[src/rtl/mac_reg_arbiter.sv]
// Round-robin arbiter sharing one MAC control-register port between two requesters.
// Define MAC_REG_ARB_TIMEOUT_EN to abort stalled accesses after TIMEOUT_CYCLES busy cycles.
module mac_reg_arbiter #(
  parameter int TIMEOUT_CYCLES = 1024
) (
  input  logic        clk,
  input  logic        rst,
  input  logic [1:0]  req_valid,
  input  logic [1:0]  req_wr,
  input  logic [15:0] req_addr,
  input  logic [63:0] req_wdata,
  output logic [1:0]  req_ready,
  output logic [1:0]  rsp_valid,
  output logic [31:0] rsp_rdata,
  output logic        rsp_err,
  output logic [7:0]  mac_reg_addr,
  output logic [31:0] mac_reg_din,
  output logic        mac_reg_rd,
  output logic        mac_reg_wr,
  input  logic        mac_reg_busy,
  input  logic [31:0] mac_reg_dout
);

  typedef enum logic [1:0] {IDLE, ACCESS, RESP} state_e;

  state_e      state_q;
  logic        last_grant_q, gnt_q;
  logic [1:0]  rsp_valid_q;
  logic [31:0] rsp_rdata_q;
  logic [7:0]  addr_q;
  logic [31:0] din_q;
  logic        rd_q, wr_q;
  logic        gnt_d, any_req, done, abort;

  // Tie goes to the requester that did not win last time.
  assign any_req = |req_valid;
  assign gnt_d   = (&req_valid) ? ~last_grant_q : req_valid[1];

  assign req_ready    = (state_q == IDLE && any_req) ? (gnt_d ? 2'b10 : 2'b01) : 2'b00;
  assign rsp_valid    = rsp_valid_q;
  assign rsp_rdata    = rsp_rdata_q;
  assign mac_reg_addr = addr_q;
  assign mac_reg_din  = din_q;
  assign mac_reg_rd   = rd_q;
  assign mac_reg_wr   = wr_q;

`ifdef MAC_REG_ARB_TIMEOUT_EN
  localparam int CW = $clog2(TIMEOUT_CYCLES + 1);
  logic [CW-1:0] cnt_q;
  logic          rsp_err_q;

  assign abort   = mac_reg_busy && (cnt_q == CW'(TIMEOUT_CYCLES - 1));
  assign rsp_err = rsp_err_q;

  always_ff @(posedge clk or posedge rst) begin
    if (rst) begin
      cnt_q     <= '0;
      rsp_err_q <= 1'b0;
    end else begin
      if (state_q == IDLE) cnt_q <= '0;
      else if (state_q == ACCESS && mac_reg_busy && !abort) cnt_q <= cnt_q + 1'b1;
      if (state_q == ACCESS && abort) rsp_err_q <= 1'b1;
      else if (state_q == RESP)       rsp_err_q <= 1'b0;
    end
  end
`else
  assign abort   = 1'b0;
  assign rsp_err = 1'b0;
`endif

  assign done = !mac_reg_busy || abort;

  always_ff @(posedge clk or posedge rst) begin
    if (rst) begin
      state_q      <= IDLE;
      last_grant_q <= 1'b1;
      gnt_q        <= 1'b0;
      rsp_valid_q  <= 2'b00;
      rsp_rdata_q  <= '0;
      addr_q       <= '0;
      din_q        <= '0;
      rd_q         <= 1'b0;
      wr_q         <= 1'b0;
    end else begin
      case (state_q)
        IDLE: if (any_req) begin
          state_q      <= ACCESS;
          gnt_q        <= gnt_d;
          last_grant_q <= gnt_d;
          addr_q       <= gnt_d ? req_addr[15:8]   : req_addr[7:0];
          din_q        <= gnt_d ? req_wdata[63:32] : req_wdata[31:0];
          wr_q         <= req_wr[gnt_d];
          rd_q         <= ~req_wr[gnt_d];
        end
        ACCESS: if (done) begin
          state_q            <= RESP;
          rsp_valid_q[gnt_q] <= 1'b1;
          rsp_rdata_q        <= abort ? 32'hDEADBEEF : (rd_q ? mac_reg_dout : 32'h0);
          addr_q             <= '0;
          din_q              <= '0;
          rd_q               <= 1'b0;
          wr_q               <= 1'b0;
        end
        default: begin
          state_q     <= IDLE;
          rsp_valid_q <= 2'b00;
          rsp_rdata_q <= '0;
        end
      endcase
    end
  end

endmodule

[config.mk]
export PLATFORM = sky130hd
export DESIGN_NAME = mac_reg_arbiter
export DESIGN_NICKNAME = d
export VERILOG_FILES = /design/src/rtl/mac_reg_arbiter.sv
export SDC_FILE = /design/constraint.sdc
export NUM_CORES = 1
export LEC_CHECK = 0
export CAP_MARGIN = 20
export CORE_UTILIZATION = 30
export DETAILED_ROUTE_END_ITERATION = 10
export GPL_TIMING_DRIVEN = 0
export PLACE_DENSITY_LB_ADDON = 0.15
export SYNTH_ARGS = -nofsm -noshare
export SYNTH_HDL_FRONTEND = slang
export SYNTH_SLANG_ARGS = --single-unit
[constraint.sdc]
create_clock -name clk -period 2.4 [get_ports clk]
set_clock_uncertainty 0.05 [all_clocks]
set_input_delay 0.36 -clock clk [delete_from_list [all_inputs] [get_ports clk]]
set_output_delay 0.36 -clock clk [all_outputs]
set_load 0.01 [all_outputs]
# == Word-level counts from Yosys, hierarchy flattened ==
# Index checks and enable logic that the tools add are counted.
# op_classes
order_cmp,3
eq_ne,3
muxes,28
bitwise_logic,4
n_reduce_logical,10
# ops
op,count
$mux W32,5
$pmux W32 S2,2
$mux W8,3
$pmux W8 S2,1
$mux W2,5
$pmux W2 S2,2
$reduce_and A2 Y1,4
$mux W1,7
$lt A1 B2 Y1 const B,2
$ne A2 B2 Y1 const B,2
$pmux W1 S2,2
$not A1 Y1,3
$reduce_and A3 Y1,1
$eq A2 B1 Y1 const B,1
$logic_and A1 B1 Y1,2
$logic_not A2 Y1,1
$or A2 B2 Y2,1
$reduce_bool A2 Y1,1
$reduce_or A2 Y1,1
$demux W1 S1,1
$ge A1 B1 Y1 const B,1
# word_totals
register_bits,80
in_bits,119
out_inout_bits,79
wordCells,57

# == Logic depth before layout (Yosys ltp) ==
# Gate-level depths: netlist of the first run.
# depth
word_depth,7
depth_mapped,5
mapped_depth_nobuf,3

# == Worst setup path after synthesis of the first run ==
# Ideal clock, no wire load.
# synth_path
kind,register to output
start,register state_q[1]
end,output port req_ready[1]
arrival_time_ns,1.094
required_ns,1.990
path_slack_ns,0.896
path_stages_with_launch,4
n_path_buf,1
path_cell_list,dfrtp_1 nor2_2 clkbuf_1 and2_1
# synth_via
elab_chain_cells,3
# synth_rtl
element,line_no,text
start: declaration,26,state_e state_q;
start signal: assignment,75,state_q <= IDLE;
start signal: assignment,87,state_q <= ACCESS;
start signal: assignment,96,state_q <= RESP;
$logic_not A2 Y1,39,assign req_ready = (state_q == IDLE && any_req) ? (gnt_d ? 2'b10 : 2'b01) : 2'b00;
$logic_and A1 B1 Y1,39,
$mux W2,39,
end: declaration,12,"output logic [1:0] req_ready,"
# No other way between the ends.

# == Worst setup path in the final report of the first run ==
# Ends and elaborated chain as after synthesis.

==> results.yml, run 1 <==
global_route:
  grt_pass1_wl_mm: 15.1
  antenna_found_initial: 0
  grt_busiest_layer: "met2"
  first_global_vias: 2979
  grt_usage_pct: 17.1
  grt-ovfl-total: 0
  use_met1_pct: 21.3
  gr-usage-met3_pct: 4.86
  grtUsageMet2_pct: 28.1
  grt_max_degree: 35
clocking:
  cts_hold_buf: 0
  clkTransAtPathRegs_ns: 0.09
  clk_latency_ns: 0.35
  cts_made_buffers: 9
  cts_buffer_depth: 2
  htree_levels: 3
  cts_tree: "yes"
  clock-sinks: 80
  ctsRootBufferMaster: "clkbuf_8"
synthesis:
  ys.flop_type: "dfrtp_1"
  synthTopCellsByCount: "dfrtp_1, a22o_1, mux2i_1, o2bb2ai_1, and3_1"
  yosysSeqAreaShare_pct: 60.8
  synth_top_area_cell: "dfrtp_1"
  synth_seq_cells: 80
  syn-instance-count: 240
  post-synth-top-count-cell: "dfrtp_1"
  synth_nets: 359
  yosysWarnings: 0
  synth_cell_type_count: 30
  synth.top_cell.area_share_pct: 60.0
  synth_area_per_cell_um2: 13.7
  syn_area_mm2: 0.00330
  synthArstFlopShare_pct: 100
  synth_edf_count: 0
  yosys-top-cells-area: "dfrtp_1, mux2i_1, a22o_1"
routing:
  drc: 0
  wirelength_mm: 9.47
  ant_nets: 0
  wl_per_cell_um: 16.0
  via_per_inst: 4.77
  drtIter0Drc: 90
  dr.pass1.iters: 4
  vias: 2821
timing:
  finalSetupViolCount: 0
  finalCritPeriodShare_pct: 91.2
  max_freq_ghz: 0.457
  hold_viol: 0
  tightest_slew_ns: 0.542
  hold_ws_ns: 0.309
  setup_tns_ns: 0
  post-route-min-period_ns: 2.19
  drv_slew: 0
  rsz0062_at_grt: "no"
  relSlewSlack_pct: 63.9
  setup_slack_ns: 0.212
layout:
  final_layout_size_suffix_gt1_share_pct: 9.65
  fin_area_mm2: 0.00572
  antenna_cells: 0
  final_cell_count_no_fill: 592
  layout.nets: 570
  syn_to_final_growth_pct: 73.6
  fin_util_pct: 54.4
power_and_ir_drop:
  p_int_mw: 3.94
  peakVddDrop_v: 0.000418
  combPwrFrac_pct: 46.3
  leakagePower_nw: 2.50
  power.total_mw: 5.94
  pwr-share-clk_pct: 17.0
  cellPowerDensity_mw_per_mm2: 1040
  p_seq_share_pct: 36.6
  p_switching_mw: 2.00
  swShare_pct: 33.7
flow_run:
  cap_violations: 0
setup_path:
  r2r_end: "rsp_rdata[2]"
  critPathLaunch: "state_q[1]"
  cp_max_fo: 10
  cp-endpoint: "req_ready[1]"
  cp-start-kind: "register"
  r2r-start: "state_q[0]"
  cp.required_ns: 1.99
  rrSetupSlack_ns: 0.76
  endpoint_kind: "output port"
  cp.arrival_ns: 1.78
  critical_path_class: "register to output port"
  rr_worst_depth: 4
placement:
  place_area_mm2: 0.00547
  dpl.hpwl_mm: 7.20
  placedCellCount: 574
  gp_congestion: 0.732
  pre_cts_slack_ns: -0.342
  port_buffers: 196
floorplanning:
  die_area_mm2: 0.0114
  rows: 37
  io-pin-count: 198
  fp.dieH_um: 107
  chipWidth_um: 107
  start_util_pct: 31.4
  core_area_mm2: 0.0105
min_path:
  worstHoldPathType: "primary input to asynchronous set/reset pin"
status:
  outcome: "complete, no violations"
routing by layer:
layer	vias to the layer above	share of wire (%)	wire, um
met4	0	2.3	218
met5	-	0	0
li1	1342	-	-
met1	1346	43	4070
met3	17	7.3	689
met2	116	47	4500
cells in the final DEF, fill, tap and decap left out, types with 2 or more instances in the layout:
cell type	netlist	final
clkdlybuf4s50_1	0	194
dfrtp_1	79	78
a22o_1	32	32
mux2i_1	30	30
o2bb2ai_1	30	30
and3_1	12	11
a221o_1	11	11
clkbuf_8	0	9
buf_2	9	7
buf_4	4	7
clkinvlp_4	0	4
clkbuf_1	4	3
buf_1	3	3
inv_6	0	3
and2_1	2	2
inv_1	3	2
a21oi_1	2	2
nand2_1	2	2
buf_6	1	2
a21o_1	2	2
buf_12	0	2
logic make-up after synthesis:
logic type	synth area share, %
simple gates	4.37
mux	9.11
other cells	0.114
compound gates	21.9
flops	60.8
buf+inv	3.76
state kept, by name, indices dropped and copies added (netlist names):
register / cells
last_grant_q: 1
mac_reg_addr: 8
mac_reg_wr: 1
mac_reg_din: 32
rsp_valid: 2
gnt_q: 1
rsp_rdata: 32
state_q: 2
mac_reg_rd: 1
power by group through the flow:
stage               clock network, mW  logic [mW]  registers, mW
floorplan                           0        1.01           2.40
global placement                    0        2.72           2.18
detailed placement                  0        2.76           2.18
CTS                              1.05        2.79           2.18
global route                     1.11        2.97           2.25
finish                           1.01        2.75           2.18
repair_timing:
action,CTS,global route
setup endpoints to repair,2,1
pin swaps,1,1
resized for setup,10,1
buffers inserted,1,1
final cells by class:
class                   instances  area (um^2)
fillers                       947         4790
clock inverters                 7         78.8
repair buffers                200         2020
well taps                     136          170
plain buffers                  21          125
flip-flops and latches         80         2000
multi-input cells             136         1190
clock buffers                   9          124
inverters                       3         15.0
worst max-delay path, stage by stage (launching register included):
cell and delay [ns]:
dfrtp_2 0.47, nor2_4 0.15, buf_4 0.14, clkbuf_4 0.18, and2_1 0.18, dlygate4sd2_1 0.30
worst min-delay path by stage:
stage,to,depth (start not counted),slack [ns],from
after global placement,mac_reg_addr[4],1,0.42,mac_reg_addr[4]
after detailed placement,mac_reg_addr[2],1,0.42,mac_reg_addr[2]
after global routing,rsp_rdata[10],2,0.34,rst
after floorplan,state_q[1],1,0.39,mac_reg_busy
final,rsp_rdata[1],2,0.31,rst
after CTS,rsp_rdata[0],2,0.31,rst
(Power assumes the default switching activity.)
==> inputs of run 2 (changes only) <==
--- a/config.mk
+++ b/config.mk
@@ -8,6 +8,7 @@
 export CAP_MARGIN = 20
 export CORE_UTILIZATION = 30
 export DETAILED_ROUTE_END_ITERATION = 10
+export GPL_ROUTABILITY_DRIVEN = 1
 export GPL_TIMING_DRIVEN = 0
 export PLACE_DENSITY_LB_ADDON = 0.15
 export SYNTH_ARGS = -nofsm -noshare
==> results of run 2 <==
The final DEF is identical to that of run 1; final timing and power are the same.
==> inputs of run 3 (changes only) <==
--- a/config.mk
+++ b/config.mk
@@ -8,6 +8,7 @@
 export CAP_MARGIN = 20
 export CORE_UTILIZATION = 30
 export DETAILED_ROUTE_END_ITERATION = 10
+export DONT_BUFFER_PORTS = 1
 export GPL_ROUTABILITY_DRIVEN = 1
 export GPL_TIMING_DRIVEN = 0
 export PLACE_DENSITY_LB_ADDON = 0.15
==> results.yml, run 3 (same netlist as run 1, synthesis figures left out) <==
floorplanning:
  io-pin-count: 198
  fp.dieH_um: 107
  rows: 37
  die_area_mm2: 0.0114
  core_area_mm2: 0.0105
  chipWidth_um: 107
  start_util_pct: 31.4
routing:
  vias: 2139
  drc: 0
  drtIter0Drc: 77
  ant_nets: 0
  via_per_inst: 5.42
  dr.pass1.iters: 4
  wirelength_mm: 7.83
  wl_per_cell_um: 19.8
power_and_ir_drop:
  power.total_mw: 4.99
  cellPowerDensity_mw_per_mm2: 1320
  leakagePower_nw: 1.75
  peakVddDrop_v: 0.000359
setup_path:
  rrSetupSlack_ns: 0.70
  cp-start-kind: "register"
  critical_path_class: "register to output port"
  endpoint_kind: "output port"
  cp_max_fo: 10
  cp.required_ns: 1.99
  cp.arrival_ns: 1.79
flow_run:
  cap_violations: 0
global_route:
  grt_busiest_layer: "met2"
  gr-usage-met3_pct: 4.92
  use_met1_pct: 16.8
  first_global_vias: 2070
  grt-ovfl-total: 0
  grt_max_degree: 41
  grtUsageMet2_pct: 21.8
  antenna_found_initial: 0
  grt_pass1_wl_mm: 11.8
  grt_usage_pct: 13.7
layout:
  layout.nets: 373
  multi_input_area_mm2: 0.00117
  antenna_cells: 0
  final_layout_size_suffix_gt1_share_pct: 15.1
  syn_to_final_growth_pct: 14.4
  final_cell_count_no_fill: 395
  final_common_cell: "dfrtp_1"
  nFillCells: 1005
  seqCellArea_mm2: 0.00200
  layout_common_cells: "dfrtp_1, a22o_1, mux2i_1, o2bb2ai_1, and3_1"
min_path:
  worstHoldPathType: "primary input to register"
clocking:
  clock-sinks: 80
  clk_latency_ns: 0.34
  post_cts_resized: 0
  htree_levels: 3
  cts_tree: "yes"
  clkTransAtPathRegs_ns: 0.08
  cts_hold_buf: 1
  cts_made_buffers: 9
  cts_post_setup_buffers_inserted: 0
  cts_buffer_depth: 2
  ctsRootBufferMaster: "clkbuf_8"
timing:
  hold_ws_ns: 0.0422
  drv_slew: 0
  tightest_slew_ns: 0.544
  max_freq_ghz: 0.455
  setup_tns_ns: 0
  post-route-min-period_ns: 2.20
  relSlewSlack_pct: 63.7
  finalSetupViolCount: 0
  finalCritPeriodShare_pct: 91.6
  rsz0062_at_grt: "no"
  hold_viol: 0
placement:
  gp_congestion: 0.666
  dpl.hpwl_mm: 5.69
  placedCellCount: 378
  port_buffers: 0
status:
  outcome: "complete, no violations"
run 3: final cells by class:
| class | count | share of cell area, % |
|---|---|---|
| flip-flops and latches | 80 | 53.1 |
| multi-input cells | 136 | 31.0 |
| well taps | 136 | 4.51 |
| clock inverters | 7 | 3.35 |
| clock buffers | 9 | 3.29 |
| plain buffers | 21 | 2.99 |
| repair buffers | 3 | 1.33 |
| inverters | 3 | 0.398 |
run 3: metal layers:
| metal | share of wire, % | vias up |
|---|---|---|
| met5 | 0 | - |
| met4 | 1.7 | 0 |
| met3 | 8.4 | 10 |
| met2 | 48 | 119 |
| met1 | 41 | 1063 |
| li1 | - | 947 |
run 3: worst paths after layout:
check / startpoint / to / cells after the start
worst max register to register: state_q[1] / mac_reg_din[30] / 4
min in group asynchronous: rst / mac_reg_din[8] / 2
worst max-delay path: state_q[1] / req_ready[1] / 3
worst min register to register: gnt_q / gnt_q / 1
worst min-delay path: mac_reg_busy / state_q[1] / 1
max in group asynchronous: rst / last_grant_q / 4
run 3: stage by stage:
step                      instance area (um^2)  setup WS, ns  utilization [%]
after floorplan                           3300         0.896                -
after global placement                    3470         0.537             33.0
after detailed placement                  3510         0.546             33.4
after CTS                                 3770         0.139             35.9
after global routing                      3770        0.0459             35.9
final                                     3770         0.201             35.9
run 3: where the power goes:
part           internal, mW  switching [mW]  total, mW
sequential             1.87           0.631       2.50
clock                 0.706           0.524       1.23
combinational         0.577           0.677       1.25
total                  3.16            1.83       4.99
run 3: worst max-delay path, cell delays in order, from the launching register on:
cell	delay, ns
dfrtp_1	0.48
nor2_2	0.32
clkbuf_1	0.33
and2_1	0.32
